File: src/rtl/vga_timing_ctrl.sv
// vga_timing_ctrl: pixel-rate divider plus H/V timing FSMs for a 640x480 VGA pipeline
//   clk, i_arst_n (async active-low reset), i_sclr (sync clear), i_en (run enable)
//   o_px_clk   one-clk strobe per pixel; all other outputs change with it
//   o_hsync/o_vsync sync pulses at level SYNC_POL; o_haddr_en/o_vaddr_en active regions
//   o_hidx/o_vidx pixel column/row, 0 outside the active region
//   VGA_FRAME_CNT_EN adds o_frame_start (pixel (0,0) strobe) and o_frame_cnt[15:0]
module vga_timing_ctrl #(
  parameter int   PX_DIV   = 4,
  parameter int   H_ACTIVE = 640,
  parameter int   H_FP     = 16,
  parameter int   H_SYNC   = 96,
  parameter int   H_BP     = 48,
  parameter int   V_ACTIVE = 480,
  parameter int   V_FP     = 10,
  parameter int   V_SYNC   = 2,
  parameter int   V_BP     = 33,
  parameter logic SYNC_POL = 1'b0
) (
  input  logic       clk,
  input  logic       i_arst_n,
  input  logic       i_sclr,
  input  logic       i_en,
  output logic       o_px_clk,
  output logic       o_hsync,
  output logic       o_vsync,
  output logic       o_haddr_en,
  output logic       o_vaddr_en,
  output logic [9:0] o_hidx,
  output logic [8:0] o_vidx
`ifdef VGA_FRAME_CNT_EN
  ,
  output logic        o_frame_start,
  output logic [15:0] o_frame_cnt
`endif
);
  localparam int DW = PX_DIV > 1 ? $clog2(PX_DIV) : 1;
  localparam logic [DW-1:0] DIV_MAX = DW'(PX_DIV - 1);
  localparam logic [9:0] H_END = 10'(H_ACTIVE + H_FP + H_SYNC + H_BP - 1);
  localparam logic [9:0] H_FP0 = 10'(H_ACTIVE);
  localparam logic [9:0] H_SY0 = 10'(H_ACTIVE + H_FP);
  localparam logic [9:0] H_BP0 = 10'(H_ACTIVE + H_FP + H_SYNC);
  localparam logic [9:0] V_END = 10'(V_ACTIVE + V_FP + V_SYNC + V_BP - 1);
  localparam logic [9:0] V_FP0 = 10'(V_ACTIVE);
  localparam logic [9:0] V_SY0 = 10'(V_ACTIVE + V_FP);
  localparam logic [9:0] V_BP0 = 10'(V_ACTIVE + V_FP + V_SYNC);

  typedef enum logic [1:0] {S_ACT, S_FP, S_SYNC, S_BP} ph_e;

  function automatic ph_e nxt(ph_e s, logic [9:0] c, logic [9:0] fp0, logic [9:0] sy0, logic [9:0] bp0);
    return (s == S_ACT  && c == fp0)   ? S_FP   :
           (s == S_FP   && c == sy0)   ? S_SYNC :
           (s == S_SYNC && c == bp0)   ? S_BP   :
           (s == S_BP   && c == 10'd0) ? S_ACT  : s;
  endfunction

  logic [DW-1:0] cnt_d, cnt_q;
  logic [9:0]    hcnt_d, hcnt_q, vcnt_d, vcnt_q, hidx_d, hidx_q;
  logic [8:0]    vidx_d, vidx_q;
  ph_e           hst_d, hst_q, vst_d, vst_q;
  logic          tick, h_wrap, v_step;
  logic          px_clk_d, px_clk_q, hsync_d, hsync_q, vsync_d, vsync_q;
  logic          haddr_en_d, haddr_en_q, vaddr_en_d, vaddr_en_q;

  // Clear parks both counters on their last count (inside back porch), so the
  // first tick afterwards wraps straight onto pixel (0,0).
  always_comb begin
    tick       = i_en && !i_sclr && cnt_q == DIV_MAX;
    h_wrap     = hcnt_q == H_END;
    v_step     = tick && h_wrap;
    cnt_d      = i_sclr ? '0 : !i_en ? cnt_q : tick ? '0 : cnt_q + DW'(1);
    hcnt_d     = i_sclr ? H_END : !tick ? hcnt_q : h_wrap ? 10'd0 : hcnt_q + 10'd1;
    vcnt_d     = i_sclr ? V_END : !v_step ? vcnt_q : vcnt_q == V_END ? 10'd0 : vcnt_q + 10'd1;
    hst_d      = i_sclr ? S_BP : tick ? nxt(hst_q, hcnt_d, H_FP0, H_SY0, H_BP0) : hst_q;
    vst_d      = i_sclr ? S_BP : v_step ? nxt(vst_q, vcnt_d, V_FP0, V_SY0, V_BP0) : vst_q;
    px_clk_d   = tick;
    hsync_d    = hst_d == S_SYNC ? SYNC_POL : ~SYNC_POL;
    vsync_d    = vst_d == S_SYNC ? SYNC_POL : ~SYNC_POL;
    haddr_en_d = hst_d == S_ACT;
    vaddr_en_d = vst_d == S_ACT;
    hidx_d     = haddr_en_d ? hcnt_d : 10'd0;
    vidx_d     = vaddr_en_d ? vcnt_d[8:0] : 9'd0;
  end

  always_ff @(posedge clk or negedge i_arst_n)
    if (!i_arst_n) begin
      cnt_q      <= '0;
      hcnt_q     <= H_END;
      vcnt_q     <= V_END;
      hst_q      <= S_BP;
      vst_q      <= S_BP;
      px_clk_q   <= 1'b0;
      hsync_q    <= ~SYNC_POL;
      vsync_q    <= ~SYNC_POL;
      haddr_en_q <= 1'b0;
      vaddr_en_q <= 1'b0;
      hidx_q     <= '0;
      vidx_q     <= '0;
    end else begin
      cnt_q      <= cnt_d;
      hcnt_q     <= hcnt_d;
      vcnt_q     <= vcnt_d;
      hst_q      <= hst_d;
      vst_q      <= vst_d;
      px_clk_q   <= px_clk_d;
      hsync_q    <= hsync_d;
      vsync_q    <= vsync_d;
      haddr_en_q <= haddr_en_d;
      vaddr_en_q <= vaddr_en_d;
      hidx_q     <= hidx_d;
      vidx_q     <= vidx_d;
    end

  assign o_px_clk   = px_clk_q;
  assign o_hsync    = hsync_q;
  assign o_vsync    = vsync_q;
  assign o_haddr_en = haddr_en_q;
  assign o_vaddr_en = vaddr_en_q;
  assign o_hidx     = hidx_q;
  assign o_vidx     = vidx_q;

`ifdef VGA_FRAME_CNT_EN
  logic        frame_start_d, frame_start_q;
  logic [15:0] frame_cnt_d, frame_cnt_q;

  always_comb begin
    frame_start_d = tick && hcnt_d == 10'd0 && vcnt_d == 10'd0;
    frame_cnt_d   = i_sclr ? 16'd0 : frame_cnt_q + {15'd0, frame_start_d};
  end

  always_ff @(posedge clk or negedge i_arst_n)
    if (!i_arst_n) begin
      frame_start_q <= 1'b0;
      frame_cnt_q   <= '0;
    end else begin
      frame_start_q <= frame_start_d;
      frame_cnt_q   <= frame_cnt_d;
    end

  assign o_frame_start = frame_start_q;
  assign o_frame_cnt   = frame_cnt_q;
`endif
endmodule

File: config.mk
export PLATFORM = sky130hd
export DESIGN_NAME = vga_timing_ctrl
export DESIGN_NICKNAME = d
export VERILOG_FILES = /design/src/rtl/vga_timing_ctrl.sv
export SDC_FILE = /design/constraint.sdc
export NUM_CORES = 1
export LEC_CHECK = 0
export CORE_MARGIN = 3
export CORE_UTILIZATION = 35
export CTS_CLUSTER_DIAMETER = 30
export CTS_CLUSTER_SIZE = 24
export DETAILED_ROUTE_END_ITERATION = 8
export HOLD_SLACK_MARGIN = 0.03
export PLACE_DENSITY = 0.5
export REMOVE_ABC_BUFFERS = 1
export SYNTH_ARGS = -nofsm -noshare
export SYNTH_HDL_FRONTEND = slang
export SYNTH_SLANG_ARGS = --single-unit
File: constraint.sdc
create_clock -name clk -period 6 [get_ports clk]
set_input_delay 0.9 -clock clk [delete_from_list [all_inputs] [get_ports clk]]
set_output_delay 0.9 -clock clk [all_outputs]
set_load 0.01 [all_outputs]
After elaboration in Yosys (flattened, before gate mapping)
Index checks and enable logic that the tools add are counted.
- register bits: 50
- add/subtract/negate cells: 3
- reductions and logical operators: 19
- equality and inequality tests: 17
- multiplexer cells: 25
- operators by type and width (kind ; count):
    $mux 10 ; 7
    $eq 10x10->1 const B ; 5
    $eq 10x9->1 const B ; 3
    $mux 2 ; 15
    $add 10x1->10 const B ; 2
    $logic_not 10->1 ; 2
    $eq 2x2->1 const B ; 7
    $logic_and 1x1->1 ; 11
    $mux 9 ; 1
    $logic_not 2->1 ; 4
    $eq 2x1->1 const B ; 2
    $add 2x1->2 const B ; 1
    $mux 1 ; 2
    $reduce_bool 2->1 ; 1
    $logic_not 1->1 ; 1

Logic depth before layout (Yosys ltp)
- depth in word-level cells: 16
- gate-level depth with buffers: 12
- gate-level depth less buffers: 10

Worst setup path after synthesis
Ideal clock, no wire load.
- kind: input to register
- from: in i_en
- to: reg vidx_q[6] (netlist: o_vidx[6])
- setup time: 0.132 ns
- data arrival time: 3.493 ns
- slack: 2.374 ns
- buffers on the path: 1
- stages: 9
- path through: clkbuf_1 > nand3b_1 > or4_4 > or3_1 > a2111o_1 > or2_1 > o221a_2 > nor2_1 > nor3_1
- longest elaborated chain between the ends: 15
- RTL lines (what ; line ; source):
    start: declaration ; 22 ; input logic i_en,
    $logic_and 1x1->1 * (2 in a row) ; 67 ; tick = i_en && !i_sclr && cnt_q == DIV_MAX;
    $logic_and 1x1->1 * ; 69 ; v_step = tick && h_wrap;
    $mux 10 (2 in a row) ; 72 ; vcnt_d = i_sclr ? V_END : !v_step ? vcnt_q : vcnt_q == V_END ? 10'd0 : vcnt_q + 10'd1;
    $logic_not 10->1 ; 53 ; (s == S_BP && c == 10'd0) ? S_ACT : s;
    $logic_and 1x1->1 ; 53 ;
    $mux 2 ; 53 ;
    $mux 2 ; 52 ; (s == S_SYNC && c == bp0) ? S_BP :
    $mux 2 ; 51 ; (s == S_FP && c == sy0) ? S_SYNC :
    $mux 2 ; 50 ; return (s == S_ACT && c == fp0) ? S_FP :
    $mux 2 (2 in a row) ; 74 ; vst_d = i_sclr ? S_BP : v_step ? nxt(vst_q, vcnt_d, V_FP0, V_SY0, V_BP0) : vst_q;
    $logic_not 2->1 ; 79 ; vaddr_en_d = vst_d == S_ACT;
    $mux 9 * ; 81 ; vidx_d = vaddr_en_d ? vcnt_d[8:0] : 9'd0;
    named net vidx_d[6] ; 58 ; logic [8:0] vidx_d, vidx_q;
    end signal: assignment ; 110 ; vidx_q <= vidx_d;
    end: declaration ; 58 ;
Mark *: on every way through the listed nets, which the timed path passes. The rest lies on a longest branch.
A chain may end at the register's enable or synchronous reset.

Worst setup path in the final report
Ends and elaborated chain as after synthesis.

==> flow_metrics.env <==
export IMPL_outcome="finished clean"
export IMPL_reg2reg_to="o_vidx[6]"
export IMPL_cts_tree="done"
export IMPL_synthFlopType="dfrtp_1"
export IMPL_cts_sinks=50
export IMPL_crit_type="in -> reg"
export IMPL_postCtsSetupRepairBufs=0
export IMPL_grtUsageTotal=0.159
export IMPL_r2r_start="cnt_q[0]"
export IMPL_ys_seq_area_frac=0.430
export IMPL_power_mw=0.588
export IMPL_htree_levels=2
export IMPL_min_path_type="reg -> reg"
export IMPL_synth_top_cell_by_area="dfrtp_1"
export IMPL_synth_area_leaders="dfrtp_1 29%, dfstp_2 14%, nor2_1 3.6%"
export IMPL_synth_cell_type_count=70
export IMPL_clk_path_buf_depth=2
export IMPL_via_count=2479
export IMPL_ys_seq_elements=50
export IMPL_grt_pass1_wl_mm=12.6
export IMPL_crit_chain="clkdlybuf4s50_1, nand3b_1, or4_4, or3_1, a2111o_1, or2_1, o221a_2, a21oi_4, nor3_1"
export IMPL_skew_ns=0.0130
export IMPL_drive_gt1_frac=0.136
export IMPL_drc=0
export IMPL_n_antenna_cell=0
export IMPL_synth_warnings=0
export IMPL_setup_ws_ns=1.59
export IMPL_ios=28
export IMPL_avgSynthCellArea_um2=9.39
export IMPL_reg2reg_depth=9
export IMPL_arrival_ns=4.59
export IMPL_clkTransAtPathRegs_ns=0.10
export IMPL_die_h_um=98.0
export IMPL_hp_start="cnt_q[1]"
export IMPL_viasPerCell=5.63
export IMPL_port_buffers=27
export IMPL_worstPathRequired_ns=6.17
export IMPL_worst_path_max_delay_cell="or4_4"
export IMPL_syn_area_mm2=0.00296
export IMPL_antenna_found_initial=0
export IMPL_rsz0062_at_grt="false"
export IMPL_clock_latency_ns=0.30
export IMPL_cts_resized_gates=0
export IMPL_holdWs_ns=0.542
export IMPL_maxCapViolCount=0
export IMPL_row_count=32
export IMPL_cts_buffers=5
export IMPL_slowest_delay_ns=0.83
export IMPL_crit_end="o_vidx[6]"
export IMPL_tns_ns=0
export IMPL_place_gp_congestion=0.792
export IMPL_grt_max_degree=51
export IMPL_final_antenna_net_count=0
export IMPL_start_kind="primary input"
export IMPL_gr_total_overflow=0
export IMPL_die_w_um=98.0
export IMPL_syn2layout_area_growth_pct=14.5
export IMPL_crit_fanout=22
export IMPL_relSlewSlack=0.570
export IMPL_p_leak_nw=1.33
export IMPL_period_needed_ns=4.41
export IMPL_grt_pass1_vias=2475
export IMPL_r2r_slack_ns=2.20
export IMPL_finalHoldViolations=0
export IMPL_preCtsSetupSlack_ns=1.25
export IMPL_finalCritPeriodShare=0.735
export IMPL_fin_nets=345
export IMPL_first_iter_violations=81
export IMPL_first_pass_iters=4
export IMPL_drv_slew=0
export IMPL_dp_hpwl_mm=5.32
export IMPL_tightestPinTransition_ns=0.636
export IMPL_setup_violations=0
export IMPL_synthArstFlopShare=1.00
export IMPL_synth_edf_count=0
export IMPL_synth_cells=315
export IMPL_wire_per_inst_um=17.0
export IMPL_ir_drop_mv=0.0806
export IMPL_pwr_density_cell_mw_per_mm2=173
export IMPL_core_mm2=0.00797
export IMPL_die_area_mm2=0.00959
export IMPL_routed_wl_mm=7.46
export IMPL_startpoint="i_en"
export IMPL_yosysTopAreaCellShare=0.288
export IMPL_start_util=0.371
export IMPL_max_freq_mhz=227
export IMPL_cts_hold_buffers=0
export IMPL_cts_root_buf="clkbuf_8"
export IMPL_critPathCaptureType="flop"
## per-stage QoR
step,cells,instance area (um2),utilization
2_1_floorplan,300,2880,-
3_3_place_gp,432,3300,0.414
3_5_place_dp,432,3300,0.414
4_1_cts,440,3390,0.425
5_1_grt,440,3390,0.425
6_report,440,3390,0.425
## synth_stat cells, types with 4 or more instances
cell / instances
dfrtp_1: 34
o21ai_1: 4
nor4b_1: 4
o41ai_1: 4
ha_1: 4
and2_1: 4
nor4_1: 6
clkbuf_1: 11
and3_1: 6
nand2_1: 24
o21a_1: 4
nand4_1: 9
or4_1: 4
nor3_1: 13
dfstp_2: 16
inv_1: 18
xor2_1: 4
nand3_1: 18
or3_1: 5
o21ai_0: 9
nor2_1: 28
a21oi_1: 13
## registers in the layout, indices dropped and copies added (netlist names)
signal / count
o_hsync: 1
o_vidx: 9
o_vaddr_en: 1
vst_q: 2
o_haddr_en: 1
hcnt_q: 10
o_px_clk: 1
hst_q: 2
o_vsync: 1
cnt_q: 2
vcnt_q: 10
o_hidx: 10
## cell type report
cell class                 instances  area, um2
timing repair buffer              30        288
inverter                          19       71.3
tap                              102        128
multi-input combinational        231       1540
fill                             791       4580
sequential                        50       1270
clock buffer                       6       72.6
clock inverter                     2       13.8
## worst min-delay path by stage
stage,slack [ns],cells after the start,to
after floorplan,0.49,2,cnt_q[1]
after global placement,0.51,2,cnt_q[1]
after detailed placement,0.52,2,cnt_q[1]
after CTS,0.55,2,cnt_q[1]
after global routing,0.60,2,cnt_q[0]
final,0.54,2,cnt_q[1]
## cell usage in the layout (no fill, tap or decap), types with 3 or more instances in the layout
cell	count
dfstp_2	16
nand4_1	9
inv_1	18
nand2_1	24
nor2_1	28
and3_1	6
nand3_1	18
o41ai_1	4
o21a_1	4
or4_1	4
a21oi_1	13
o21ai_0	9
xor2_1	4
nor3_1	13
or2_2	3
dfrtp_1	34
nand2b_1	3
clkdlybuf4s50_1	26
ha_1	4
a211oi_1	3
o21ai_1	4
clkbuf_8	5
nor4b_1	4
o31ai_1	3
or3_1	5
o21bai_1	3
and2_1	4
nor4_1	5
buf_4	3
## critical path: cells and delay by family
family | cells | cell delay [ns]
buffers and inverters | 1 | 0.63
AND/OR/NAND/NOR | 5 | 2.04
AO/OA/AOI/OAI | 3 | 0.99
## cell families (layout without fill, tap and decap cells)
group,after synthesis,count (layout),share of synthesized area
adders and majority gates,4,4,0.0169
and+or+nand+nor,145,145,0.277
DFF,50,50,0.430
buffers and inverters,34,57,0.0507
AOI/OAI and AO/OA,72,72,0.194
xor gates and xnor gates,6,6,0.0178
muxes,4,4,0.0144
## power breakdown
part | internal (mW) | total [mW] | leakage, nW | switching, mW
Combinational | 0.0116 | 0.0385 | 0.645 | 0.0269
Sequential | 0.341 | 0.345 | 0.642 | 0.00332
Clock | 0.0836 | 0.205 | 0.0456 | 0.121
## metal layers
layer  global-route usage  share of wire  up-vias
li1                     -              -     1217
met1                0.207           0.45     1203
met2                0.271           0.50       47
met3               0.0279          0.032       12
met4               0.0458          0.018        0
met5                    0              0        -
Power figures use the tool's default switching activity.
